==> src/rtl/register_arbiter.sv <==
// Round-robin arbiter for a shared register: write/clear strobes, 1-cycle latency, registered outputs.
// Optional bus locking with a burst cap is enabled by defining REGISTER_ARBITER_LOCK_EN.
module register_arbiter #(
  parameter int BITWIDTH = 8,
  parameter int NREQ     = 4,
  parameter int MAXBURST = 4
) (
  input  logic                     iClk,
  input  logic                     iRst,
  input  logic [NREQ-1:0]          iReq,
  input  logic [NREQ*BITWIDTH-1:0] iData,
  input  logic                     iClrReq,
`ifdef REGISTER_ARBITER_LOCK_EN
  input  logic [NREQ-1:0]          iLock,
`endif
  output logic [NREQ-1:0]          oGnt,
  output logic                     oEn,
  output logic                     oClr,
  output logic [BITWIDTH-1:0]      oData
);
  localparam int PW = (NREQ > 1) ? $clog2(NREQ) : 1;

  typedef enum logic [1:0] {IDLE, WRITE, CLEAR} state_t;

  state_t        state;
  logic [PW-1:0] lastWin, rrWin, cand, win;
  logic          found;
  logic          anyReq;

  assign anyReq = |iReq;

  // Search starts one past the last winner, so the last winner is considered last.
  always_comb begin
    rrWin = lastWin;
    cand  = lastWin;
    found = 1'b0;
    for (int i = 1; i <= NREQ; i++) begin
      cand = PW'((int'(lastWin) + i) % NREQ);
      if (!found && iReq[cand]) begin
        rrWin = cand;
        found = 1'b1;
      end
    end
  end

`ifdef REGISTER_ARBITER_LOCK_EN
  localparam int CW = $clog2(MAXBURST + 1);
  logic [CW-1:0] burstCnt;
  logic          lockHit;

  // The owner keeps the bus only while it is the active writer and under its burst cap.
  assign lockHit = (state == WRITE) && iReq[lastWin] && iLock[lastWin] &&
                   (burstCnt < CW'(MAXBURST));
  assign win     = lockHit ? lastWin : rrWin;
`else
  assign win     = rrWin;
`endif

  // Strobes are decodes of the state register; no input reaches an output combinationally.
  assign oEn  = (state == WRITE);
  assign oClr = (state == CLEAR);

  always_ff @(posedge iClk) begin
    if (iRst) begin
      state   <= IDLE;
      oGnt    <= '0;
      oData   <= '0;
      lastWin <= PW'(NREQ - 1);
`ifdef REGISTER_ARBITER_LOCK_EN
      burstCnt <= '0;
`endif
    end else if (iClrReq) begin
      state <= CLEAR;
      oGnt  <= '0;
`ifdef REGISTER_ARBITER_LOCK_EN
      burstCnt <= '0;
`endif
    end else if (anyReq) begin
      state   <= WRITE;
      oGnt    <= NREQ'(1) << win;
      oData   <= iData[int'(win)*BITWIDTH +: BITWIDTH];
      lastWin <= win;
`ifdef REGISTER_ARBITER_LOCK_EN
      burstCnt <= lockHit ? burstCnt + CW'(1) : CW'(1);
`endif
    end else begin
      state <= IDLE;
      oGnt  <= '0;
`ifdef REGISTER_ARBITER_LOCK_EN
      burstCnt <= '0;
`endif
    end
  end
endmodule
==> config.mk <==
export PLATFORM = sky130hd
export DESIGN_NAME = register_arbiter
export DESIGN_NICKNAME = d
export VERILOG_FILES = /design/src/rtl/register_arbiter.sv
export SDC_FILE = /design/constraint.sdc
export NUM_CORES = 1
export LEC_CHECK = 0
export CAP_MARGIN = 10
export CORE_AREA = 5 5 67 45
export CTS_BUF_LIST = sky130_fd_sc_hd__clkbuf_4 sky130_fd_sc_hd__clkbuf_8
export DETAILED_ROUTE_END_ITERATION = 7
export DIE_AREA = 0 0 72 50
export DONT_BUFFER_PORTS = 1
export SETUP_SLACK_MARGIN = 0.02
export SLEW_MARGIN = 10
export SYNTH_ARGS = -nofsm -noshare
export SYNTH_HDL_FRONTEND = slang
export SYNTH_SLANG_ARGS = --single-unit
==> constraint.sdc <==
create_clock -name iClk -period 3.5 [get_ports iClk]
set_clock_uncertainty 0.05 [all_clocks]
set_input_delay 0.7 -clock iClk [delete_from_list [all_inputs] [get_ports iClk]]
set_output_delay 0.7 -clock iClk [all_outputs]
set_load 0.05 [all_outputs]
; Word-level counts from Yosys, hierarchy flattened
; Index checks and enable logic that the tools add are counted.
[totals]
rom_bits = 0
elab_cells = 46
ff_bits = 16
latchBits = 0
out_inout_bits = 14
mem_bits_rw = 0
input_bits = 39
mem_count = 0
[classes]
muxes = 17
order_cmp = 4
reduce_logical = 10
addsub = 4
eq_ne = 2
div_mod_pow = 0
n_mul = 0
bitwise = 2
shifts = 2
[ops]
columns = cell, count
row1 = 32-bit by 6-bit variable part select with 8-bit output, 1
row2 = 2-bit by 3-bit < comparator with 1-bit output (second input constant), 4
row3 = 2-bit two-way mux, 5
row4 = 1-bit binary-select mux with 2-bit select, 4
row5 = 1-bit two-way mux, 8
row6 = 2-bit by 1-bit adder with 2-bit output (second input constant), 2
row7 = 2-bit adder (second input constant), 2
row8 = 4-bit OR reduction, 1
row9 = 1-bit by 2-bit left shift with 4-bit output (first input constant), 1
row10 = 1-bit logical AND, 3
row11 = 1-bit zero test, 3
row12 = 3-bit OR reduction, 1
row13 = 2-bit by 1-bit == test with 1-bit output (second input constant), 1
row14 = 2-bit == test (second input constant), 1
row15 = 1-bit inverter, 2
row16 = 2-bit AND reduction, 1
row17 = 2-bit OR reduction, 1

; Depth between registers and ports, before layout
[logic_depth]
word_depth = 14
mapped_depth = 7
mapped_depth_nobuf = 5

; Worst setup path before layout
; OpenSTA, ideal clock, no wires.
[synth_timing]
path_kind = input -> register
startpoint = in iReq[3]
endpoint = reg oData[1]
n_path_buf = 2
arrival_time_ns = 1.708
setup_time_ns = 0.130
stages = 7
required_time_ns = 3.320
path_slack_ns = 1.612
path_cell_list = nand2_1 a31o_1 buf_6 or2_4 buf_6 o2111ai_1 o211ai_1
[synth_between]
elab_chain_len = 13
elab_cells_between_ends = 24
cone_classes = shift: 1 / mux: 15 / reduce/logical: 8
[synth_rtl]
columns = item, line_no
row1 = "start, declared", 10  ; input logic [NREQ-1:0] iReq,
row2 = 1-bit binary-select mux with 2-bit select, 39  ; if (!found && iReq[cand]) begin
row3 = 1-bit two-way mux (not written as such), 39
row4 = 1-bit two-way mux, 39
row5 = 1-bit zero test, 39
row6 = 1-bit logical AND, 39
row7 = 1-bit two-way mux, 39
row8 = 1-bit zero test, 39
row9 = 1-bit logical AND, 39
row10 = 1-bit two-way mux, 39
row11 = 1-bit zero test, 39
row12 = 1-bit logical AND, 39
row13 = 2-bit two-way mux, 39
row14 = 32-bit by 6-bit variable part select with 8-bit output, 81  ; oData <= iData[int'(win)*BITWIDTH +: BITWIDTH];
row15 = "end signal, assigned", 81
row16 = "end, declared", 19  ; output logic [BITWIDTH-1:0] oData
; Several ways; a longest one is shown, not always the timed one. The select of a mux whose other input is x is not followed.
; A chain may end at the register's enable or synchronous reset.

; Worst setup path in the final report
[layout_timing]
startpoint = reg state[1]
endpoint = out oClr
[layout_between]
elab_chain_len = 1
[layout_rtl]
columns = item, line_no
row1 = "start, declared", 25  ; state_t state;
row2 = "start signal, assigned", 65  ; state <= IDLE;
row3 = "start signal, assigned", 73  ; state <= CLEAR;
row4 = "start signal, assigned", 79  ; state <= WRITE;
row5 = 2-bit == test, 61  ; assign oClr = (state == CLEAR);
row6 = "end, declared", 18  ; output logic oClr,
; Every way passes these cells.

==> out/qor.txt <==
run status: finished, final reports clean
worst hold path class: in -> reg
gpl congestion: 0.6511
VDD IR max: 214.3 uV
Initial Util: 36.83%
Slew @ Worst Pin: 0.9317 ns
global route hottest layer: met2
grt met2 use: 20.12%
unrepaired setup endpoints after global routing: false
largest cells by area after synthesis: dfxtp_1 37%, mux2i_1 9.3%, o2111ai_1 7.1%
Stages on worst setup path: 1
Final Hold Viols: 0
Syn Inst Count: 91
H-tree levels: 1
largest family of logic cells by synthesized area: compound AO/OA/AOI/OAI gates
post-synthesis xor/xnor area fraction: 0%
PwrDens: 565.0 nW/um^2
P&R area growth vs syn: 7.525%
footprint of the multi-input gates: 491.7 um^2
gr usage total: 12.80%
CTS Buf Count: 3
synth unique cells: 29
clock-pin slew on the worst setup and hold paths: 0.06 ns
met3 Track Usage GR: 8.316%
Setup CP Type: reg -> out
Critical Path AT: 1.31 ns
Async SR Flop Fraction: 0%
# rows: 14
final core utilization: 39.61%
grt total ovfl: 0
Leak: 0.3536 nW
Req. time, crit path: 2.75 ns
leading area contributor after synthesis: dfxtp_1
floorplan core area: 2347 um^2
CTS tree: done
largest net degree at the start of global routing: 14
buffers plus inverters on the worst setup path: 0
hold_buf cts: 0
Max stage delay on crit path: 0.74 ns
drt total wl: 2222 um
die area: 3600 um^2
nature of the critical path endpoint: primary output
worst-path cell chain: nor2b_1
fin crit period: 2.064 ns
most instantiated cells after synthesis: 16 x dfxtp_1, 9 x nand2_1, 8 x mux2i_1, 8 x o21bai_1
most frequent cell after synthesis: dfxtp_1
Seq/Total Area, Yosys: 37.05%
number of global-route vias before repair: 710
Final HPWL DP: 1758 um
simple-gate share of the synthesized area: 16.35%
sum of negative setup slack: 0 ns
WL per Instance: 18.07 um
post-synthesis compound-gate area fraction: 31.26%
worst hold stages: 1
IO Count: 53
Clk Latency, worst-skew pair: 0.25 ns
ANT nets after route: 0
met1 GRT Util: 14.87%
count of pins over their slew limit: 0
CTS root buf: clkbuf_8
first-pass GRT wire length: 3560 um
Syn Nets: 130
number of antenna violations at the first check in global routing: 0
Slew HR: 37.76%
yosys warns: 0
R2R depth: 6
Fillers: 244
# port buffers: 0
Die Y: 50 um
adder-cell share of the synthesized area: 0%
CP max stage cell: nor2b_1
#FFs+latches synth: 16
Vias: 703
post-synthesis mux area share: 9.262%
Final nets: 131
worst-path maximum fanout: 2
Seq. cell area: 320.3 um^2
Avg Synthesized Cell Area: 9.501 um^2
Post-synth EDFFs: 0
Post-CTS Setup Inserts: 0
Bufs on Longest Clock Path: 2
post-CTS resize count: 0
vias per inst: 5.715
# setup viols final: 0
share of the synthesized area in the top cell type: 37.05%
Top Family by Delay on Critical Path: simple AND/OR/NAND/NOR gates
max cap viols: 0
# diodes: 0
DRC viols: 0
top_reg_cell synth: dfxtp_1
CTS sink cnt: 16
iteration-0 DRC count of the detailed router: 40
fmax: 484.5 MHz
die width: 72 um
layout cells sized above 1: 13.19%
synthesized cell area: 864.6 um^2
period utilization: 58.97%
DRT Pass-1 Iters: 4
startpoint types: flop
[per-layer routing]
metal | part of all wire (%) | wire [um]
met3 | 13 | 287
met4 | 0 | 0
met2 | 45 | 998
met1 | 42 | 936
met5 | 0 | 0
[worst register-to-register path: stages, from the launching register on]
cell	delay, ns
dfxtp_1	0.34
inv_1	0.17
a21boi_0	0.11
o221ai_1	0.19
buf_4	0.22
or2_0	0.47
o211ai_1	0.17
[stage by stage]
step / setup slack [ns] / total power [mW] / cell area, um^2 / cells / hold slack (ns)
after floorplan: 1.612 / 0.3527 / 864.6 / 91 / 0.4293
after global placement: 1.404 / 0.3652 / 874.6 / 119 / 0.4664
after detailed placement: 1.322 / 0.3667 / 874.6 / 119 / 0.4764
after CTS: 1.416 / 0.5310 / 929.6 / 123 / 0.4644
after global routing: 1.371 / 0.5514 / 929.6 / 123 / 0.4666
final: 1.436 / 0.5253 / 929.6 / 123 / 0.4678
[cell type report]
cell class / count / area share, %
Inverter: 4 / 1.615
Multi-Input combinational cell: 66 / 52.89
Sequential cell: 16 / 34.45
Timing Repair Buffer: 1 / 0.8075
Tap cell: 32 / 4.307
Clock buffer: 4 / 5.922
[sequential cells by signal, summed over array words and instances (netlist names)]
register / flops
lastWin: 2
state: 2
oGnt: 4
oData: 8
[kinds of logic after synthesis]
logic type      Yosys count
mux                       8
simple gates             26
buf+inv                   9
flops                    16
compound gates           32
[cells in the final DEF (no fill, tap or decap), types with 2 or more instances in the layout]
cell / count
a21boi_0: 2
a22oi_1: 2
clkbuf_8: 4
dfxtp_1: 16
inv_1: 4
mux2i_1: 8
nand2_1: 9
nor2_1: 2
nor2b_1: 3
nor3_1: 3
o2111ai_1: 7
o211ai_1: 7
o21bai_1: 8
[power breakdown]
part / total (mW) / switching [mW] / internal [mW]
clock network: 0.163 / 0.0633 / 0.0998
registers: 0.262 / 0.0617 / 0.200
logic: 0.100 / 0.0602 / 0.0400
[final timing paths]
| kind | from | slack, ns | to |
|---|---|---|---|
| worst min register to register | lastWin[0] | 0.50 | lastWin[0] |
| worst max register to register | lastWin[1] | 1.64 | oData[1] |
| worst min-delay path | iRst | 0.47 | state[1] |
| worst max-delay path | state[1] | 1.44 | oClr |
Note: power is estimated with default switching activity, not from simulation.
